<file path="src/rtl/ssd1306_pkg.sv">
// ssd1306_pkg: opcodes, state/mode enums and decode helper shared by the SSD1306 command sequencer
package ssd1306_pkg;
   localparam logic [7:0] OP_DISP_OFF  = 8'hAE;
   localparam logic [7:0] OP_DISP_ON   = 8'hAF;
   localparam logic [7:0] OP_NORMAL    = 8'hA6;
   localparam logic [7:0] OP_INVERT    = 8'hA7;
   localparam logic [7:0] OP_CONTRAST  = 8'h81;
   localparam logic [7:0] OP_ADDR_MODE = 8'h20;
   localparam logic [7:0] OP_COL_ADDR  = 8'h21;
   localparam logic [7:0] OP_PAGE_ADDR = 8'h22;
   localparam logic [7:0] CONTRAST_RST = 8'h7F;
   typedef enum logic [1:0] {HORIZ = 2'b00, VERT = 2'b01, PAGE = 2'b10} addr_mode_t;
   typedef enum logic [1:0] {IDLE, ARG1, ARG2} cmd_state_t;
   // Opcodes that are followed by at least one argument byte
   function automatic logic has_arg(input logic [7:0] op);
      return op inside {8'h81, 8'h20, 8'h21, 8'h22, 8'h8D, 8'hA8, 8'hD3, 8'hD5, 8'hD9, 8'hDA, 8'hDB};
   endfunction
endpackage

</file>
<file path="src/rtl/ssd1306_cmd_ctrl_if.sv">
// ssd1306_cmd_ctrl_if: SPI byte input plus VRAM write and display-config outputs
//   byte_valid/byte_data/byte_dc : byte strobe, payload, D/C tag (master -> slave)
//   vram_we/vram_addr/vram_wdata : VRAM byte write (slave -> master)
//   display_on/invert/contrast   : panel config (slave -> master)
//   cmd_busy                     : awaiting command arguments (slave -> master)
interface ssd1306_cmd_ctrl_if #(parameter int ADDR_W = 10);
   logic              byte_valid;
   logic [7:0]        byte_data;
   logic              byte_dc;
   logic              vram_we;
   logic [ADDR_W-1:0] vram_addr;
   logic [7:0]        vram_wdata;
   logic              display_on;
   logic              invert;
   logic [7:0]        contrast;
   logic              cmd_busy;
   modport master (output byte_valid, byte_data, byte_dc,
                   input vram_we, vram_addr, vram_wdata, display_on, invert, contrast, cmd_busy);
   modport slave  (input byte_valid, byte_data, byte_dc,
                   output vram_we, vram_addr, vram_wdata, display_on, invert, contrast, cmd_busy);
endinterface

</file>
<file path="src/rtl/ssd1306_addr_gen.sv">
// ssd1306_addr_gen: column/page pointers and address windows with SSD1306 auto-increment
//   clk_avr_16, oled_reset : clock, async active-low reset
//   i_mode                 : addressing mode
//   i_ld_col_win/page_win  : load window from i_win_s/i_win_e and move pointer to start
//   i_ld_col/i_ld_page     : direct pointer load from i_col_val/i_page_val
//   i_adv                  : advance after a data write
//   o_col/o_page           : current pointers
module ssd1306_addr_gen
   import ssd1306_pkg::*;
#(
   parameter int COLS  = 128,
   parameter int PAGES = 8,
   parameter int CW    = $clog2(COLS),
   parameter int PW    = $clog2(PAGES)
) (
   input  logic          clk_avr_16,
   input  logic          oled_reset,
   input  addr_mode_t    i_mode,
   input  logic          i_ld_col_win,
   input  logic          i_ld_page_win,
   input  logic [7:0]    i_win_s,
   input  logic [7:0]    i_win_e,
   input  logic          i_ld_col,
   input  logic [CW-1:0] i_col_val,
   input  logic          i_ld_page,
   input  logic [PW-1:0] i_page_val,
   input  logic          i_adv,
   output logic [CW-1:0] o_col,
   output logic [PW-1:0] o_page
);
   logic [CW-1:0] r_col, r_col_s, r_col_e, w_col_wrap;
   logic [PW-1:0] r_page, r_page_s, r_page_e, w_page_wrap;
   logic          w_col_step, w_page_step;
   // p+1 wraps naturally at the power-of-two size, so start>end windows pass through 0
   assign w_col_wrap  = (r_col == r_col_e) ? r_col_s : r_col + 1'b1;
   assign w_page_wrap = (r_page == r_page_e) ? r_page_s : r_page + 1'b1;
   assign w_col_step  = (i_mode != VERT) || (r_page == r_page_e);
   assign w_page_step = (i_mode == VERT) || (i_mode == HORIZ && r_col == r_col_e);
   assign o_col  = r_col;
   assign o_page = r_page;
   always_ff @(posedge clk_avr_16 or negedge oled_reset) begin
      if (!oled_reset) begin
         r_col    <= '0;
         r_col_s  <= '0;
         r_col_e  <= CW'(COLS - 1);
         r_page   <= '0;
         r_page_s <= '0;
         r_page_e <= PW'(PAGES - 1);
      end else begin
         if (i_ld_col_win) begin
            r_col_s <= i_win_s[CW-1:0];
            r_col_e <= i_win_e[CW-1:0];
            r_col   <= i_win_s[CW-1:0];
         end
         if (i_ld_page_win) begin
            r_page_s <= i_win_s[PW-1:0];
            r_page_e <= i_win_e[PW-1:0];
            r_page   <= i_win_s[PW-1:0];
         end
         if (i_ld_col) r_col <= i_col_val;
         if (i_ld_page) r_page <= i_page_val;
         if (i_adv && w_col_step) r_col <= w_col_wrap;
         if (i_adv && w_page_step) r_page <= w_page_wrap;
      end
   end
endmodule

</file>
<file path="src/rtl/ssd1306_cmd_ctrl.sv">
// ssd1306_cmd_ctrl: decodes D/C-tagged SPI bytes into SSD1306 config and VRAM writes
//   clk_avr_16 : AVR 16 MHz clock
//   oled_reset : async active-low reset
//   bus        : slave side of ssd1306_cmd_ctrl_if (byte input, VRAM write, config outputs)
module ssd1306_cmd_ctrl
   import ssd1306_pkg::*;
#(
   parameter int COLS   = 128,
   parameter int PAGES  = 8,
   parameter int ADDR_W = 10
) (
   input logic                 clk_avr_16,
   input logic                 oled_reset,
   ssd1306_cmd_ctrl_if.slave   bus
);
   localparam int CW = $clog2(COLS);
   localparam int PW = $clog2(PAGES);
   cmd_state_t    r_state, w_state_nxt;
   addr_mode_t    r_mode;
   logic [7:0]    r_op, w_op_nxt, r_arg, w_b;
   logic [CW-1:0] w_col;
   logic [PW-1:0] w_page;
   logic          w_data, w_cmd_idle, w_arg1, w_arg2;
   assign w_b        = bus.byte_data;
   assign w_data     = bus.byte_valid & bus.byte_dc;
   assign w_cmd_idle = bus.byte_valid & ~bus.byte_dc & (r_state == IDLE);
   assign w_arg1     = bus.byte_valid & ~bus.byte_dc & (r_state == ARG1);
   assign w_arg2     = bus.byte_valid & ~bus.byte_dc & (r_state == ARG2);
   assign bus.cmd_busy = (r_state != IDLE);
   always_ff @(posedge clk_avr_16 or negedge oled_reset) begin
      if (!oled_reset) begin
         r_state <= IDLE;
         r_op    <= '0;
      end else begin
         r_state <= w_state_nxt;
         r_op    <= w_op_nxt;
      end
   end
   // A data byte always returns to IDLE, abandoning any partially received arguments
   always_comb begin
      w_state_nxt = r_state;
      w_op_nxt    = r_op;
      if (w_data) w_state_nxt = IDLE;
      else if (w_cmd_idle) begin
         w_op_nxt    = w_b;
         w_state_nxt = has_arg(w_b) ? ARG1 : IDLE;
      end else if (w_arg1) w_state_nxt = (r_op == OP_COL_ADDR || r_op == OP_PAGE_ADDR) ? ARG2 : IDLE;
      else if (w_arg2) w_state_nxt = IDLE;
   end
   // 00-0F replaces col[3:0], 10-17 replaces col[6:4]
   ssd1306_addr_gen #(.COLS(COLS), .PAGES(PAGES)) u_addr_gen (
      .clk_avr_16   (clk_avr_16),
      .oled_reset   (oled_reset),
      .i_mode       (r_mode),
      .i_ld_col_win (w_arg2 && r_op == OP_COL_ADDR),
      .i_ld_page_win(w_arg2 && r_op == OP_PAGE_ADDR),
      .i_win_s      (r_arg),
      .i_win_e      (w_b),
      .i_ld_col     (w_cmd_idle && w_b <= 8'h17),
      .i_col_val    (w_b[4] ? {w_b[CW-5:0], w_col[3:0]} : {w_col[CW-1:4], w_b[3:0]}),
      .i_ld_page    (w_cmd_idle && w_b[7:3] == 5'b10110),
      .i_page_val   (w_b[PW-1:0]),
      .i_adv        (w_data),
      .o_col        (w_col),
      .o_page       (w_page)
   );
   always_ff @(posedge clk_avr_16 or negedge oled_reset) begin
      if (!oled_reset) begin
         bus.vram_we    <= 1'b0;
         bus.vram_addr  <= '0;
         bus.vram_wdata <= '0;
         bus.display_on <= 1'b0;
         bus.invert     <= 1'b0;
         bus.contrast   <= CONTRAST_RST;
         r_arg          <= '0;
         r_mode         <= PAGE;
      end else begin
         bus.vram_we <= w_data;
         if (w_data) begin
            bus.vram_addr  <= ADDR_W'({w_page, w_col});
            bus.vram_wdata <= w_b;
         end
         if (w_cmd_idle && (w_b == OP_DISP_OFF || w_b == OP_DISP_ON)) bus.display_on <= w_b[0];
         if (w_cmd_idle && (w_b == OP_NORMAL || w_b == OP_INVERT)) bus.invert <= w_b[0];
         if (w_arg1 && r_op == OP_CONTRAST) bus.contrast <= w_b;
         if (w_arg1) r_arg <= w_b;
         if (w_arg1 && r_op == OP_ADDR_MODE && w_b[1:0] != 2'b11) r_mode <= addr_mode_t'(w_b[1:0]);
      end
   end
endmodule

</file>
<file path="src/flat_wrapper.sv">
// flat-port wrapper written by rule: the top's interface ports become plain ports
module ssd1306_cmd_ctrl_flat import ssd1306_pkg::*;
#(
   parameter int COLS   = 128,
   parameter int PAGES  = 8,
   parameter int ADDR_W = 10
)
  (clk_avr_16, oled_reset, bus_byte_valid, bus_byte_data, bus_byte_dc, bus_vram_we, bus_vram_addr, bus_vram_wdata, bus_display_on, bus_invert, bus_contrast, bus_cmd_busy);
  ssd1306_cmd_ctrl_if #(.ADDR_W(ADDR_W)) bus_i ();
  input logic clk_avr_16;
  input logic oled_reset;
  input wire logic [$bits(bus_i.byte_valid)-1:0] bus_byte_valid;
  input wire logic [$bits(bus_i.byte_data)-1:0] bus_byte_data;
  input wire logic [$bits(bus_i.byte_dc)-1:0] bus_byte_dc;
  output wire logic [$bits(bus_i.vram_we)-1:0] bus_vram_we;
  output wire logic [$bits(bus_i.vram_addr)-1:0] bus_vram_addr;
  output wire logic [$bits(bus_i.vram_wdata)-1:0] bus_vram_wdata;
  output wire logic [$bits(bus_i.display_on)-1:0] bus_display_on;
  output wire logic [$bits(bus_i.invert)-1:0] bus_invert;
  output wire logic [$bits(bus_i.contrast)-1:0] bus_contrast;
  output wire logic [$bits(bus_i.cmd_busy)-1:0] bus_cmd_busy;
  assign bus_i.byte_valid = bus_byte_valid;
  assign bus_i.byte_data = bus_byte_data;
  assign bus_i.byte_dc = bus_byte_dc;
  assign bus_vram_we = bus_i.vram_we;
  assign bus_vram_addr = bus_i.vram_addr;
  assign bus_vram_wdata = bus_i.vram_wdata;
  assign bus_display_on = bus_i.display_on;
  assign bus_invert = bus_i.invert;
  assign bus_contrast = bus_i.contrast;
  assign bus_cmd_busy = bus_i.cmd_busy;
  ssd1306_cmd_ctrl #(.COLS(COLS), .PAGES(PAGES), .ADDR_W(ADDR_W)) u_core (.clk_avr_16(clk_avr_16), .oled_reset(oled_reset), .bus(bus_i));
endmodule
</file>
<file path="config.mk">
export PLATFORM = sky130hd
export DESIGN_NAME = ssd1306_cmd_ctrl_flat
export DESIGN_NICKNAME = d
export VERILOG_FILES = /design/src/rtl/ssd1306_pkg.sv /design/src/rtl/ssd1306_cmd_ctrl_if.sv /design/src/rtl/ssd1306_addr_gen.sv /design/src/rtl/ssd1306_cmd_ctrl.sv /design/src/flat_wrapper.sv
export SDC_FILE = /design/constraint.sdc
export NUM_CORES = 1
export LEC_CHECK = 0
export ABC_AREA = 1
export CORE_MARGIN = 10
export CORE_UTILIZATION = 42
export DETAILED_ROUTE_END_ITERATION = 6
export DONT_BUFFER_PORTS = 1
export PLACE_DENSITY = 0.65
export SETUP_SLACK_MARGIN = 0.15
export SKIP_LAST_GASP = 1
export SLEW_MARGIN = 20
export SYNTH_ARGS = -nofsm -noshare
export SYNTH_HDL_FRONTEND = slang
export SYNTH_SLANG_ARGS = --single-unit
</file>
<file path="constraint.sdc">
create_clock -name clk_avr_16 -period 1.88 [get_ports clk_avr_16]
set_input_delay 0.282 -clock clk_avr_16 [delete_from_list [all_inputs] [get_ports clk_avr_16]]
set_output_delay 0.282 -clock clk_avr_16 [all_outputs]
set_load 0.01 [all_outputs]
</file>
# Word level (Yosys, flattened, before mapping)
# Cells that the tools add are included.
# classes
n_div,0
n_mul,0
eq_ne,29
n_mux,15
n_addsub,2
n_lt_le_gt_ge,1
shifts,0
reduce_logical,27
n_bitwise,7
# op_table
cell,n
8-bit == test (second input constant),13
8-bit by 6-bit == test with 1-bit output (second input constant),6
7-bit two-way mux,5
1-bit logical AND,12
3-bit two-way mux,4
11-bit nonzero test,1
2-bit two-way mux,5
8-bit by 5-bit less-or-equal comparator with 1-bit output (second input constant),1
7-bit by 1-bit adder with 7-bit output (second input constant),1
7-bit == test,1
3-bit by 2-bit inequality test with 1-bit output (second input constant),2
2-bit AND reduction,3
3-bit nonzero test,2
1-bit bitwise AND,5
5-bit == test (second input constant),1
1-bit logical OR,5
2-bit by 1-bit == test with 1-bit output (second input constant),2
2-bit logical NOT,2
4-bit nonzero test,1
3-bit by 1-bit adder with 3-bit output (second input constant),1
3-bit == test,1
2-bit == test (second input constant),1
2-bit by 1-bit inequality test with 1-bit output (second input constant),1
2-bit inequality test (second input constant),1
other kinds (3),4
# totals
rom_bits,0
in_bits,12
memories,0
latchBits,0
out_inout_bits,30
mem_bits_rw,0
reg_bits,78
wordCells,98

# Longest topological paths before layout
# logic_depth
depth_word,7
mapped_depth,12
depth_no_buf,12

# Cells and area by module
# From an unflattened synthesis, not the netlist that was laid out.
# unflattened
hier_cells,534
area_unflattened_um2,4155.2
# by_module_without_submodules
module,cells_each,seq_area_each_um2,instances,area_each_um2
ssd1306_cmd_ctrl,269,1236.2,1,2243.4
ssd1306_addr_gen,265,763.2,1,1911.8

# Least setup slack after synthesis
# Ideal clock, no wire load.
# synth_path
path_kind,register -> register
startpoint,reg u_core.u_addr_gen.r_page_e[2]
endpoint,"reg u_core.u_addr_gen.r_col[0], in the netlist u_core.u_addr_gen.o_col[0]"
path_slack_ps,494
arrival_time_ps,1269
setup_time_ps,116
stages_incl_launch_ff,12
path_cell_list,dfstp_2 -> inv_1 -> nand2_1 -> nand2_1 -> nand3_2 -> nand2_1 -> nand2_2 -> nand2_2 -> nand2_2 -> inv_2 -> nand2_1 -> nand2_1
# synth_via
elab_chain_len,5
word_cells_on_any_way,7
classes_between,eq/ne (2); mux (1); reduce/logical (4)
# synth_lines
item,line_no,source
"start, declared",ssd1306_addr_gen.sv:32,"logic [PW-1:0] r_page, r_page_s, r_page_e, w_page_wrap;"
"start signal, assigned",ssd1306_addr_gen.sv:48,r_page_e <= PW'(PAGES - 1);
"start signal, assigned",ssd1306_addr_gen.sv:57,r_page_e <= i_win_e[PW-1:0];
3-bit == test *,ssd1306_addr_gen.sv:37,assign w_col_step = (i_mode != VERT) || (r_page == r_page_e);
1-bit logical OR *,ssd1306_addr_gen.sv:37,
1-bit logical AND *,ssd1306_addr_gen.sv:62,if (i_adv && w_col_step) r_col <= w_col_wrap;
3-bit by 2-bit inequality test with 1-bit output (no source line) / 3-bit nonzero test (equally long branches),--,
2-bit AND reduction (no source line),--,
"end signal, assigned",ssd1306_addr_gen.sv:53,r_col <= i_win_s[CW-1:0];
"end signal, assigned",ssd1306_addr_gen.sv:60,if (i_ld_col) r_col <= i_col_val;
"end signal, assigned",ssd1306_addr_gen.sv:62,
"end, declared",ssd1306_addr_gen.sv:31,"logic [CW-1:0] r_col, r_col_s, r_col_e, w_col_wrap;"
# Every way passes the cells marked *; elsewhere a longest branch is shown, timed or not.
# A chain may end at the register's enable or synchronous reset.

# Final worst setup path
# layout_path
startpoint,reg u_core.u_addr_gen.r_col_e[2]
endpoint,"reg u_core.u_addr_gen.r_page[0], in the netlist u_core.u_addr_gen.o_page[0]"
# layout_via
elab_chain_len,5
word_cells_on_any_way,6
classes_between,eq/ne (1); mux (1); reduce/logical (4)
# layout_lines
item,line_no,source
"start, declared",ssd1306_addr_gen.sv:31,
"start signal, assigned",ssd1306_addr_gen.sv:45,r_col_e <= CW'(COLS - 1);
"start signal, assigned",ssd1306_addr_gen.sv:52,r_col_e <= i_win_e[CW-1:0];
7-bit == test *,ssd1306_addr_gen.sv:38,assign w_page_step = (i_mode == VERT) || (i_mode == HORIZ && r_col == r_col_e);
1-bit logical AND *,ssd1306_addr_gen.sv:38,
1-bit logical OR *,ssd1306_addr_gen.sv:38,
1-bit logical AND *,ssd1306_addr_gen.sv:63,if (i_adv && w_page_step) r_page <= w_page_wrap;
3-bit nonzero test (no source line) / 3-bit two-way mux (equally long branches),--,
"end signal, assigned",ssd1306_addr_gen.sv:58,r_page <= i_win_s[PW-1:0];
"end signal, assigned",ssd1306_addr_gen.sv:61,if (i_ld_page) r_page <= i_page_val;
"end signal, assigned",ssd1306_addr_gen.sv:63,
"end, declared",ssd1306_addr_gen.sv:32,
# Marks and branches as above.

==> flow_summary.toml <==
[routing]
viasPerCell = 5.01
drt_wl_total_mm = 9.50
drc = 0
wire_per_inst_um = 15.0
num_vias = 3168
drt_iter0_drc = 179
first_pass_iters = 7
antenna_left = 0

[global_route]
grt_overflow_total = 0
track_usage = 0.148
grt_max_degree = 79
grt_pass1_wl_mm = 15.6
grt_pass1_vias = 2982
antenna_found_initial = 0

[cts]
cts_root_buf = "clkbuf_8"
cts_tree = "done"
htree_levels = 3
clock_latency_ps = 360
clock_sinks = 78
cts_buffers = 9
ctsLongestPathBuffers = 2
clk_pin_slew_worst_paths_ps = 90

[timing]
min_period_ps = 1600
relSlewSlack = 0.726
tightest_slew_ps = 410
clock_skew_ps = 7.07
drv_slew = 0
fmax_mhz = 627
whs_ps = -391
period_share = 0.849
setup_tns_ps = 0
setup_viol = 0
setup_slack_ps = 284
rsz0062_at_grt = "yes"
final_hold_viol_count = 78

[finish]
antenna_cells = 0
drive_gt1_frac = 0.152
fin_nets = 530
areaGrowthSynthToFinish_pct = 9.75
ff_latch_area_mm2 = 0.00197
fillerInstances = 884
multi_input_area_mm2 = 0.00167

[yosys]
synth-edff-count = 0
synthTopCellsByCount = "nand2_1 (176), dfrtp_1 (60), inv_1 (57), o21ai_0 (56), nand3_1 (29)"
syn_avg_cell_area_um2 = 7.80
ys_warn_count = 0
seq_area_frac_synth = 0.498
yosysMostFrequentCell = "nand2_1"
netlist-cell-type-count = 33
ys.flop_type = "dfrtp_1"
synth_nets = 522
async_reset_ff_frac = 1.00
syn_area_mm2 = 0.00396
synth.top_cell.area_share = 0.379
synth.top_cells.by_area = "dfrtp_1 (38%), nand2_1 (17%), dfstp_2 (12%)"
syn_inst = 508
ys_ff_latch = 78
synth_largest_area_cell = "dfrtp_1"

[setup_path]
worstReg2RegEnd = "u_core.u_addr_gen.o_page[0]"
cp.arrival_ps = 1890
crit_type = "register to register"
path_max_fanout = 6
r2r-start = "u_core.u_addr_gen.r_col_e[2]"
rr_worst_depth = 10
required_ps = 2170
cp-start-kind = "register"
rrSetupSlack_ps = 280
end_kind = "register"

[outcome]
violations = "hold timing"
outcome = "finished with violations"

[die]
core.rowCount = 35
start_util = 0.431
core-area_mm2 = 0.00920
dieArea_mm2 = 0.0137
boundaryPins = 42
fp.dieH_um = 117
die_w_um = 117

[placed_design]
io_buffers = 0
dpl.hpwl_mm = 6.83
gp_congestion = 0.874
pre_cts_slack_ps = 255

[pwr]
leakagePower_nw = 2.09
p_per_area_mw_per_mm2 = 961
ir_drop_v = 0.000455

[hold_path]
hp-class = "input pin to asynchronous set/reset pin"

[job]
cap_violations = 0
[power breakdown]
group          leakage [nW]  switching [mW]  internal [mW]  total, mW
sequential            0.927           0.196           1.87       2.06
combinational          1.06           0.426          0.253      0.679
clock                 0.111           0.672          0.766       1.44
[cell families after synthesis]
family | count (synthesis) | synth area share
xor gates and xnor gates | 7 | 0.0155
and+or+nand+nor | 258 | 0.284
DFF | 78 | 0.498
buffers and inverters | 81 | 0.0849
muxes | 1 | 0.00284
AOI/OAI and AO/OA | 81 | 0.108
adders and majority gates | 2 | 0.00631
[worst max-delay path: stages, from the launching register on]
cell,delay [ps]
dfstp_2,550
inv_1,40
nand2_1,50
nand2_1,70
nor2_2,140
nand2_2,110
o21bai_4,230
nand2_4,110
nand3_2,80
nand2_1,50
nor2_1,100
[worst max-delay path by stage]
stage,from,end,cells after the start
floorplan,u_core.u_addr_gen.r_page_e[2],u_core.u_addr_gen.o_col[0],11
global placement,u_core.r_state[0],u_core.u_addr_gen.o_col[2],9
detailed placement,u_core.r_state[0],u_core.u_addr_gen.o_col[2],9
CTS,u_core.r_state[0],u_core.u_addr_gen.o_col[2],9
global route,u_core.u_addr_gen.r_col_e[0],u_core.u_addr_gen.o_page[0],10
finish,u_core.u_addr_gen.r_col_e[2],u_core.u_addr_gen.o_page[0],10
[cells in the final DEF (no fill, tap or decap), types with 2 or more instances in the layout]
master     instances
a21oi_1            5
buf_4             12
bufinv_16          2
clkbuf_8           9
dfrtp_1           60
dfstp_2           18
ha_1               2
inv_1             56
inv_2             10
inv_6              4
nand2_1          176
nand2_2            6
nand2_4            2
nand3_1           28
nand3_2            3
nand4_1            7
nor2_1            20
nor2_2             3
nor2_4             6
nor3_1             2
nor4_1             3
o21ai_0           56
o21ai_1           15
xnor2_1            3
xor2_1             4
[routing by layer]
metal	vias to the layer above	part of all wire	GRT usage
li1	1620	-	-
met1	1444	0.47	0.193
met2	93	0.45	0.228
met3	11	0.070	0.0499
met4	0	0.013	0.0404
met5	-	0	0
[stage by stage]
stage	area (µm²)	total power [mW]	instances	utilization	hold slack (ps)
2_1_floorplan	3960	2.58	508	-	-13.6
3_3_place_gp	4070	2.75	612	0.443	-10.4
3_5_place_dp	4070	2.76	612	0.443	-10.6
4_1_cts	4300	4.22	628	0.468	-410
5_1_grt	4350	4.45	632	0.473	-434
6_report	4350	4.18	632	0.473	-391
[cell type report]
class / count / share of cell area
Timing Repair Buffer: 12 / 0.0207
Multi-Input combinational cell: 349 / 0.385
Clock inverter: 7 / 0.0236
Inverter: 66 / 0.0569
Tap cell: 111 / 0.0319
Sequential cell: 78 / 0.454
Clock buffer: 9 / 0.0285
[state kept, by name, indices dropped and copies added (netlist names), 3 cells and up]
name                        flops
u_core.r_op                     8
u_core.bus.vram_wdata           8
u_core.u_addr_gen.r_col_e       7
u_core.u_addr_gen.o_page        3
u_core.u_addr_gen.o_col         7
u_core.u_addr_gen.r_page_e      3
u_core.r_arg                    7
u_core.bus.contrast             8
u_core.u_addr_gen.r_col_s       7
u_core.u_addr_gen.r_page_s      3
u_core.bus.vram_addr           10
[repair_timing]
action	in CTS	in global routing
endpoints found under the setup margin	0	8
gates resized for setup	0	5
buffers inserted	0	4
hold endpoints to repair	78	78
(Power assumes the default switching activity.)
